`config.mk`:
```
export PLATFORM = sky130hd
export DESIGN_NAME = control_fsm
export DESIGN_NICKNAME = d
export VERILOG_FILES = /design/src/rtl/control_fsm.sv
export SDC_FILE = /design/constraint.sdc
export NUM_CORES = 1
export LEC_CHECK = 0
export CAP_MARGIN = 20
export CORE_AREA = 2 2 39 41
export CTS_BUF_LIST = sky130_fd_sc_hd__clkbuf_8
export CTS_CLUSTER_SIZE = 16
export DETAILED_ROUTE_END_ITERATION = 16
export DIE_AREA = 0 0 41 43
export DONT_BUFFER_PORTS = 1
export PLACE_DENSITY = 0.73
export SETUP_SLACK_MARGIN = 0.3
export SYNTH_ARGS = -nofsm -noshare
export SYNTH_HDL_FRONTEND = slang
export SYNTH_SLANG_ARGS = --single-unit
```
`constraint.sdc`:
```
create_clock -name clk -period 1.4 [get_ports clk]
set_input_delay 0.21 -clock clk [delete_from_list [all_inputs] [get_ports clk]]
set_output_delay 0.21 -clock clk [all_outputs]
set_load 0.02 [all_outputs]
```
`src/rtl/control_fsm.sv`:
```
// Multicycle controller for the 36-bit datapath: a Moore FSM that drives every datapath
// strobe and select, plus one Mealy term (the branch PC enable, qualified by zero).
module control_fsm #(
  parameter int OP_W  = 6,
  parameter int ALU_W = 3
) (
  input  logic             clk,
  input  logic             reset,
  input  logic [OP_W-1:0]  op,
  input  logic             zero,
  output logic             ir_write,
  output logic             pc_write,
  output logic             branch,
  output logic             rf_write,
  output logic             mem_to_reg,
  output logic             i_or_d,
  output logic             pc_src,
  output logic             alu_sel_a,
  output logic [1:0]       alu_sel_b,
  output logic [ALU_W-1:0] alu_op,
  output logic             mem_write,
  output logic             retire,
  output logic             halted,
  output logic             illegal
);

  typedef enum logic [3:0] {
    ST_RST     = 4'd0,
    ST_FETCH   = 4'd1,
    ST_DECODE  = 4'd2,
    ST_EXEC_R  = 4'd3,
    ST_EXEC_I  = 4'd4,
    ST_ALU_WB  = 4'd5,
    ST_MEM_RD  = 4'd6,
    ST_LOAD_WB = 4'd7,
    ST_MEM_WR  = 4'd8,
    ST_BR_CMP  = 4'd9,
    ST_JUMP    = 4'd10,
    ST_HALT    = 4'd11
  } state_t;

  typedef enum logic [3:0] {
    C_NOP   = 4'd0,
    C_RTYPE = 4'd1,
    C_ITYPE = 4'd2,
    C_LOAD  = 4'd3,
    C_STORE = 4'd4,
    C_BEQ   = 4'd5,
    C_JMP   = 4'd6,
    C_HALT  = 4'd7,
    C_ILL   = 4'd8
  } op_class_t;

  function automatic op_class_t classify(input logic [OP_W-1:0] o);
    op_class_t c;
    if (o == OP_W'(6'h00)) begin
      c = C_NOP;
    end else if (o[OP_W-1:3] == (OP_W-3)'(1)) begin
      c = C_RTYPE;
    end else if (o[OP_W-1:3] == (OP_W-3)'(2)) begin
      c = C_ITYPE;
    end else begin
      case (o)
        OP_W'(6'h20): c = C_LOAD;
        OP_W'(6'h21): c = C_STORE;
        OP_W'(6'h22): c = C_BEQ;
        OP_W'(6'h23): c = C_JMP;
        OP_W'(6'h3F): c = C_HALT;
        default:      c = C_ILL;
      endcase
    end
    return c;
  endfunction

  state_t           state_q, state_d;
  logic [ALU_W-1:0] alu_q, alu_d;
  logic             illegal_q, illegal_d;
  op_class_t        dec_class_s;

  assign dec_class_s = classify(op);
  assign illegal     = illegal_q;

  // State, latched ALU function and sticky illegal flag; reset returns to RST asynchronously.
  always_ff @(posedge clk or negedge reset) begin
    if (!reset) begin
      state_q   <= ST_RST;
      alu_q     <= '0;
      illegal_q <= 1'b0;
    end else begin
      state_q   <= state_d;
      alu_q     <= alu_d;
      illegal_q <= illegal_d;
    end
  end

  // Next-state and output decode; the ALU function is captured in DECODE so later op changes are ignored.
  always_comb begin
    state_d    = ST_RST;
    alu_d      = alu_q;
    illegal_d  = illegal_q;
    ir_write   = 1'b0;
    pc_write   = 1'b0;
    branch     = 1'b0;
    rf_write   = 1'b0;
    mem_to_reg = 1'b0;
    i_or_d     = 1'b0;
    pc_src     = 1'b0;
    alu_sel_a  = 1'b0;
    alu_sel_b  = 2'b00;
    alu_op     = '0;
    mem_write  = 1'b0;
    retire     = 1'b0;
    halted     = 1'b0;
    case (state_q)
      ST_RST: begin
        state_d = ST_FETCH;
      end
      ST_FETCH: begin
        ir_write = 1'b1;
        pc_write = 1'b1;
        state_d  = ST_DECODE;
      end
      ST_DECODE: begin
        alu_d = op[ALU_W-1:0];
        case (dec_class_s)
          C_NOP: begin
            retire  = 1'b1;
            state_d = ST_FETCH;
          end
          C_RTYPE: state_d = ST_EXEC_R;
          C_ITYPE: state_d = ST_EXEC_I;
          C_LOAD:  state_d = ST_MEM_RD;
          C_STORE: state_d = ST_MEM_WR;
          C_BEQ:   state_d = ST_BR_CMP;
          C_JMP:   state_d = ST_JUMP;
          C_HALT:  state_d = ST_HALT;
          default: begin
            illegal_d = 1'b1;
            state_d   = ST_HALT;
          end
        endcase
      end
      ST_EXEC_R: begin
        alu_sel_a = 1'b1;
        alu_sel_b = 2'b01;
        alu_op    = alu_q;
        state_d   = ST_ALU_WB;
      end
      ST_EXEC_I: begin
        alu_sel_a = 1'b1;
        alu_sel_b = 2'b10;
        alu_op    = alu_q;
        state_d   = ST_ALU_WB;
      end
      ST_ALU_WB: begin
        rf_write = 1'b1;
        retire   = 1'b1;
        state_d  = ST_FETCH;
      end
      ST_MEM_RD: begin
        i_or_d  = 1'b1;
        state_d = ST_LOAD_WB;
      end
      ST_LOAD_WB: begin
        rf_write   = 1'b1;
        mem_to_reg = 1'b1;
        retire     = 1'b1;
        state_d    = ST_FETCH;
      end
      ST_MEM_WR: begin
        i_or_d    = 1'b1;
        mem_write = 1'b1;
        retire    = 1'b1;
        state_d   = ST_FETCH;
      end
      ST_BR_CMP: begin
        alu_sel_a = 1'b1;
        alu_sel_b = 2'b01;
        alu_op    = ALU_W'(3'b001);
        branch    = 1'b1;
        pc_src    = 1'b1;
        pc_write  = zero;
        retire    = 1'b1;
        state_d   = ST_FETCH;
      end
      ST_JUMP: begin
        pc_src   = 1'b1;
        pc_write = 1'b1;
        retire   = 1'b1;
        state_d  = ST_FETCH;
      end
      ST_HALT: begin
        halted  = 1'b1;
        state_d = ST_HALT;
      end
      default: begin
        state_d = ST_RST;
      end
    endcase
  end

endmodule

```
==> results of run 1 <==
==> synth_stat cells <==
library cell  number  area (µm²)
clkbuf_1           5        18.8
and3_1             2        12.5
or4b_1             1        10.0
buf_2              2        10.0
and2_1             2        12.5
or3_1              1        6.26
nor3_1             5        25.0
nand2_1           10        37.5
a211oi_1           2        15.0
o2111ai_1          1        8.76
or3b_2             2        17.5
inv_1              1        3.75
nor2_1            13        48.8
a311oi_2           1        15.0
o32ai_1            1        8.76
nor2b_1            1        6.26
o22a_1             1        8.76
o2bb2ai_1          1        8.76
o211ai_1           1        7.51
mux2_2             3        33.8
nand3_1            3        15.0
or2_2              2        12.5
o21ai_0            4        20.0
a21o_1             1        7.51
o31ai_1            1        7.51
dfrtp_1            8         200
a31o_2             1        8.76
nand3b_1           1        7.51
nor3_2             1        10.0
xnor2_1            2        17.5
a21oi_1            8        40.0
nand2b_1           9        56.3
o22ai_1            1        6.26
==> per-stage QoR <==
stage	hold WS (ns)	cells	cell area (µm²)	utilization
CTS	0.131	138	1280	0.922
detailed placement	-0.0855	127	1020	0.738
global placement	-0.0854	127	1020	0.738
floorplan	-0.0856	98	926	-
==> cell families after synthesis <==
kind of cell              after synthesis  synth area share
and+or+nand+nor                        53             0.383
AOI/OAI and AO/OA                      24             0.225
DFF                                     8             0.276
buffers and inverters                   8            0.0449
muxes                                   3            0.0466
xor gates and xnor gates                2            0.0242
==> what timing repair did <==
action | in CTS
buffers inserted | 6
pin swaps | 16
hold buffers | 1
gates resized for setup | 36
hold endpoints to repair | 8
endpoints found under the setup margin | 24
==> flow_summary.yaml, run 1 <==
cts:
  clockRootBuffer: "clkbuf_8"
  cts_made_buffers: 3
  clk_path_buf_depth: 2
  cts_sinks: 8
  cts.htree.levels: 1
global_routing:
  grt_max_degree: 12
placement:
  port-buffer-count: 0
  place_ws_ns: -0.0652
  place.gp.congestion: 0.752
  dpl.hpwl_um: 1500
synthesis:
  ys.warnings.count: 0
  ys_ff_latch: 8
  yosysSeqAreaShare: 0.276
  syn-num-nets: 107
  synth_area_um2: 724
  synth.avg_cell_area_um2: 7.39
  ys_types: 33
  netlist_instances: 98
floorplanning:
  die_w_um: 41
  io_pins: 26
  die_h_um: 43
  rows: 14
  initial_core_util: 0.524
status:
  stop_stage: "global routing (5_1_grt)"
  status: "stopped before the end"
  first-error: "[ERROR DPL-0038] Utilization greater than 100%, impossible to legalize"
timing:
  crit_endpoint: "retire"
  endpoint_type: "top-level output"
==> run 2: changes to the inputs <==
==> config.mk (replaced) <==
export PLATFORM = sky130hd
export DESIGN_NAME = control_fsm
export DESIGN_NICKNAME = d
export VERILOG_FILES = /design/src/rtl/control_fsm.sv
export SDC_FILE = /design/constraint.sdc
export NUM_CORES = 1
export LEC_CHECK = 0
export CAP_MARGIN = 20
export CORE_AREA = 2 2 63 65
export DETAILED_ROUTE_END_ITERATION = 16
export DIE_AREA = 0 0 65 67
export DONT_BUFFER_PORTS = 1
export PLACE_DENSITY_LB_ADDON = 0.15
export SYNTH_ARGS = -nofsm -noshare
export SYNTH_HDL_FRONTEND = slang
export SYNTH_SLANG_ARGS = --single-unit
==> constraint.sdc (replaced) <==
create_clock -name clk -period 1.8 [get_ports clk]
set_input_delay 0.27 -clock clk [delete_from_list [all_inputs] [get_ports clk]]
set_output_delay 0.27 -clock clk [all_outputs]
set_load 0.02 [all_outputs]
==> flow_summary.yaml, run 2 <==
status:
  status: "finished, final reports clean"
synthesis:
  synth.top_cells.by_count: "nor2_1 (13), nand2_1 (10), nand2b_1 (9), a21oi_1 (8), dfrtp_1 (8)"
  netlist_instances: 98
  synth-main-ff-cell: "dfrtp_1"
  yosysSeqAreaShare: 0.276
  ys.warnings.count: 0
  synthTopCellsByArea: "dfrtp_1 (28%), nand2b_1 (7.8%), nor2_1 (6.7%), a21oi_1 (5.5%), nand2_1 (5.2%)"
  yosys.area.top_type: "dfrtp_1"
  yosysMostFrequentCell: "nor2_1"
  ys_types: 33
  syn-num-nets: 107
  synth_area_um2: 724
  synth.avg_cell_area_um2: 7.39
  ys_ff_latch: 8
  synthArstFlopShare: 1.00
  yosysTopAreaCellShare: 0.276
  synth_edf_count: 0
floorplanning:
  die_h_um: 67
  die_w_um: 65
  initial_core_util: 0.201
  rows: 22
  core-area_mm2: 0.00361
  die_area_mm2: 0.00436
  io_pins: 26
final_layout:
  syn_to_final_growth_pct: 28.5
  fin_cells: 154
  largest_register_ffs: 4
  n_fill_cell: 390
  finalNetCount: 117
  final_common_cell: "nor2_1"
  post-route-util: 0.258
  drive_gt1_frac: 0.302
  num_antenna_cells: 0
  top_register: "state_q"
  final_cell_mix: "nor2_1 (11), nand2_1 (10), buf_4 (10), a21oi_1 (8)"
worst_setup_path:
  r2r_slack_ns: 0.40
  worstPathRequired_ns: 1.53
  endpoint_kind: "output port"
  cp_slowest_stage_delay_ns: 0.44
  cp_slowest_cell: "or3b_2"
  r2r-start: "state_q[3]$_DFF_PN0_"
  crit_chain: "or3b_2 -> a21oi_1 -> and2_4"
  crit_fanout: 2
  cp-start-kind: "register"
  arrival_ns: 1.47
  worstSetupPathType: "reg2out"
  startpoint: "state_q[1]$_DFF_PN0_"
timing:
  finalMaxSlewViolations: 0
  hold_viol: 0
  maxSlewHeadroom: 0.704
  fin_crit_ns: 1.74
  fin_crit_sh: 0.969
  grt_setup_unrepaired: "true"
  fmax_mhz: 573
  setup-violations-final: 0
  finClkSkew_ns: 0.00174
  tightestPinTransition_ns: 0.445
  fin_setup_tns_ns: 0
route:
  vias: 700
  viasPerCell: 4.55
  ant_nets: 0
  firstDrtPassIters: 4
  drc: 0
  avgRoutedWirePerCell_um: 12.9
  wl_um: 1990
  drt_iter0_markers: 24
placement:
  dpl.hpwl_um: 1550
  port-buffer-count: 0
  place.gp.congestion: 0.796
  dp_cells: 150
cts:
  clk_path_buf_depth: 2
  cts_made_buffers: 3
  cts_sinks: 8
  insertion_delay_ns: 0.23
  path_clk_slew_ns: 0.04
  clockRootBuffer: "clkbuf_8"
  cts.htree.levels: 1
  cts_tree: "done"
global_routing:
  grt_pass1_vias: 644
  globalRouteTotalUtil: 0.0970
  grt_pass1_wl_um: 3170
  antenna_found_initial: 0
  grt-ovfl-total: 0
  grt_max_degree: 17
pwr:
  p_sw_frac: 0.473
  power.leakage_nw: 0.360
  power_density_mw_per_mm2: 1690
  p_int_mw: 0.831
  p_sw_mw: 0.746
  seqPwrFrac: 0.216
  combinationalPowerShare: 0.646
  vdd_drop_max_uv: 313
  clockPowerShare: 0.138
flow_run:
  drv_cap: 0
hold_path:
  worstHoldStart: "op[0]"
  hp-class: "in2reg"
-- run 2: cell counts after synthesis --
No cell type changed its count.
-- run 2: final cells by class --
type                       instances  area (µm²)  area share
inverter                           1        3.75     0.00403
sequential                         8         201       0.216
clock buffer                       3        41.3      0.0444
timing repair buffer              12        96.3       0.103
multi-input combinational         82         528       0.567
tap                               48        60.1      0.0645
-- run 2: worst max-delay path, delay by kind of cell (launching register included) --
kind | cells | cell delay, ns
compound gates | 1 | 0.21
flops | 1 | 0.38
simple gates | 2 | 0.65
-- run 2: repair_timing --
action / in CTS / in global routing
endpoints found under the hold margin: 8 / 0
resized for setup: 2 / 10
endpoints found under the setup margin: 2 / 5
pin swaps: 0 / 1
hold buffers: 1 / 0
buffers inserted: 0 / 0
-- run 2: logic make-up after synthesis --
| kind of cell | Yosys count | synth area share |
|---|---|---|
| flops | 8 | 0.276 |
| buf+inv | 8 | 0.0449 |
| compound gates | 24 | 0.225 |
| mux | 3 | 0.0466 |
| simple gates | 53 | 0.383 |
| xor+xnor | 2 | 0.0242 |
-- run 2: through the flow --
step | worst slack [ns] | area [µm²] | hold slack [ns] | power, mW
after floorplan | 0.0668 | 729 | -0.0256 | 1.02
after global placement | 0.237 | 843 | -0.0254 | 1.29
after detailed placement | 0.236 | 843 | -0.0253 | 1.29
after CTS | 0.0240 | 897 | 0.186 | 1.52
after global routing | -0.0432 | 931 | 0.187 | 1.70
final | 0.0555 | 931 | 0.190 | 1.58
-- run 2: power groups by stage --
stage | Combinational (mW) | Clock (mW) | Sequential, mW
6_report | 1.02 | 0.217 | 0.341
5_1_grt | 1.12 | 0.234 | 0.353
4_1_cts | 0.958 | 0.223 | 0.337
3_5_place_dp | 0.947 | 0 | 0.338
3_3_place_gp | 0.955 | 0 | 0.336
2_1_floorplan | 0.687 | 0 | 0.336
-- run 2: worst paths after layout --
kind | to | depth (start not counted)
worst min-delay path | alu_q[0]$_DFFE_PN0P_ | 1
worst max-delay path | alu_op[2] | 3
min in group asynchronous | state_q[1]$_DFF_PN0_ | 1
worst max register to register | alu_q[1]$_DFFE_PN0P_ | 4
worst min register to register | alu_q[2]$_DFFE_PN0P_ | 1
max in group asynchronous | state_q[3]$_DFF_PN0_ | 1
-- run 2: metal layers --
| layer | share of wire | global-route usage |
|---|---|---|
| met5 | 0 | 0 |
| met1 | 0.50 | 0.130 |
| met3 | 0.076 | 0.0389 |
| met4 | 0.016 | 0.0399 |
| met2 | 0.41 | 0.137 |
(Power assumes the default switching activity.)
==> run 3: changes to the inputs <==
--- a/config.mk
+++ b/config.mk
@@ -10,7 +10,7 @@
 export DETAILED_ROUTE_END_ITERATION = 16
 export DIE_AREA = 0 0 65 67
 export DONT_BUFFER_PORTS = 1
-export PLACE_DENSITY_LB_ADDON = 0.15
+export PLACE_DENSITY_LB_ADDON = 0.3
 export SYNTH_ARGS = -nofsm -noshare
 export SYNTH_HDL_FRONTEND = slang
 export SYNTH_SLANG_ARGS = --single-unit
==> flow_summary.yaml, run 3 (synthesis gave the netlist of run 2 again) <==
status:
  status: "finished, final reports clean"
floorplanning:
  rows: 22
  initial_core_util: 0.201
  die_h_um: 67
  die_w_um: 65
  core-area_mm2: 0.00361
  io_pins: 26
  die_area_mm2: 0.00436
final_layout:
  num_antenna_cells: 0
  drive_gt1_frac: 0.361
  final_cell_mix: "buf_4 (13), nor2_1 (11), nand2_1 (9), nand2b_1 (7), a21oi_1 (7)"
  syn_to_final_growth_pct: 32.3
  top_register: "state_q"
  final_common_cell: "buf_4"
  finalNetCount: 119
  fin_area_um2: 958
  largest_register_ffs: 4
global_routing:
  globalRouteTotalUtil: 0.0997
  grt_pass1_vias: 704
  antenna_found_initial: 0
  grt_max_degree: 17
  grt_pass1_wl_um: 3370
  grt-ovfl-total: 0
cts:
  cts.htree.levels: 1
  clk_path_buf_depth: 2
  cts_sinks: 8
  cts_tree: "done"
  path_clk_slew_ns: 0.04
  insertion_delay_ns: 0.23
  cts_made_buffers: 3
  clockRootBuffer: "clkbuf_8"
timing:
  finClkSkew_ns: 0.00113
  hold_viol: 0
  fin_crit_ns: 1.73
  fin_setup_tns_ns: 0
  finalWorstSetupSlack_ns: 0.0687
  finalMaxSlewViolations: 0
  fin_crit_sh: 0.962
  hold_ws_ns: 0.196
  maxSlewHeadroom: 0.687
  setup-violations-final: 0
  fmax_mhz: 578
  tightestPinTransition_ns: 0.470
worst_setup_path:
  worstSetupPathType: "reg2out"
  crit_fanout: 6
  cp-start-kind: "register"
  endpoint_kind: "output port"
  worstPathRequired_ns: 1.53
  arrival_ns: 1.46
placement:
  port-buffer-count: 0
  place.gp.congestion: 0.786
  dpl.hpwl_um: 1600
  placed_area_um2: 851
  place_ws_ns: 0.208
route:
  viasPerCell: 4.73
  vias: 738
  avgRoutedWirePerCell_um: 12.6
  drc: 0
  wl_um: 1960
  drt_iter0_markers: 71
  ant_nets: 0
  firstDrtPassIters: 4
pwr:
  power_density_mw_per_mm2: 1710
  vdd_drop_max_uv: 682
  power.leakage_nw: 0.368
flow_run:
  drv_cap: 0
hold_path:
  hp-class: "in2reg"
## run 3: worst max-delay path, cell delays in order (launching register included)
cell and delay, ns:
dfrtp_2 0.42, or3b_2 0.46, a21oi_2 0.16, and2_4 0.19
## run 3: worst paths after layout
| check | endpoint | startpoint | depth (start not counted) | slack (ns) |
|---|---|---|---|---|
| max | alu_op[2] | state_q[1]$_DFF_PN0_ | 3 | 0.07 |
| min | alu_q[0]$_DFFE_PN0P_ | op[0] | 1 | 0.20 |
| max reg2reg | alu_q[2]$_DFFE_PN0P_ | state_q[0]$_DFF_PN0_ | 4 | 0.42 |
| min reg2reg | state_q[2]$_DFF_PN0_ | state_q[3]$_DFF_PN0_ | 1 | 0.51 |
| max in group asynchronous | state_q[3]$_DFF_PN0_ | reset | 1 | 1.11 |
| min in group asynchronous | state_q[2]$_DFF_PN0_ | reset | 1 | 0.40 |
## run 3: per-layer routing
| layer | wire length (µm) | part of all wire | vias up | global-route usage |
|---|---|---|---|---|
| met3 | 182 | 0.093 | 0 | 0.0473 |
| met5 | 0 | 0 | - | 0 |
| met1 | 913 | 0.47 | 336 | 0.123 |
| met4 | 0 | 0 | 0 | 0.0160 |
| li1 | - | - | 372 | - |
| met2 | 867 | 0.44 | 30 | 0.160 |
## run 3: layout make-up
cell class | instances | area, µm²
Fill cell | 392 | 2650
Multi-Input combinational cell | 82 | 543
Sequential cell | 8 | 203
Timing Repair Buffer | 14 | 108
Tap cell | 48 | 60.1
Clock buffer | 3 | 41.3
Inverter | 1 | 3.75
## run 3: per-stage QoR
stage / total power, mW / utilization / cells
5_1_grt: 1.77 / 0.266 / 156
3_3_place_gp: 1.29 / 0.236 / 151
6_report: 1.64 / 0.266 / 156
3_5_place_dp: 1.30 / 0.236 / 151
4_1_cts: 1.55 / 0.252 / 155
2_1_floorplan: 1.02 / - / 98
## run 3: repair_timing
action | 4_1_cts | 5_1_grt
pin swaps | 0 | 2
gates resized for setup | 3 | 14
hold endpoints to repair | 8 | 0
hold buffers | 1 | 0
setup buffers | 0 | 1
endpoints found under the setup margin | 3 | 8
cloned | 0 | 0
## run 3: power by group
group	leakage [nW]	total [mW]	switching, mW	internal (mW)
Sequential	0.0911	0.350	0.0806	0.270
Combinational	0.255	1.07	0.623	0.449
Clock	0.0216	0.213	0.0684	0.145
==> run 4: changes to the inputs <==
--- a/config.mk
+++ b/config.mk
@@ -7,9 +7,11 @@
 export LEC_CHECK = 0
 export CAP_MARGIN = 20
 export CORE_AREA = 2 2 63 65
+export CTS_CLUSTER_SIZE = 10
 export DETAILED_ROUTE_END_ITERATION = 16
 export DIE_AREA = 0 0 65 67
 export DONT_BUFFER_PORTS = 1
+export GPL_ROUTABILITY_DRIVEN = 0
 export PLACE_DENSITY_LB_ADDON = 0.3
 export SYNTH_ARGS = -nofsm -noshare
 export SYNTH_HDL_FRONTEND = slang
==> results of run 4 <==
Final layout, timing and power as in run 3 (identical DEF).
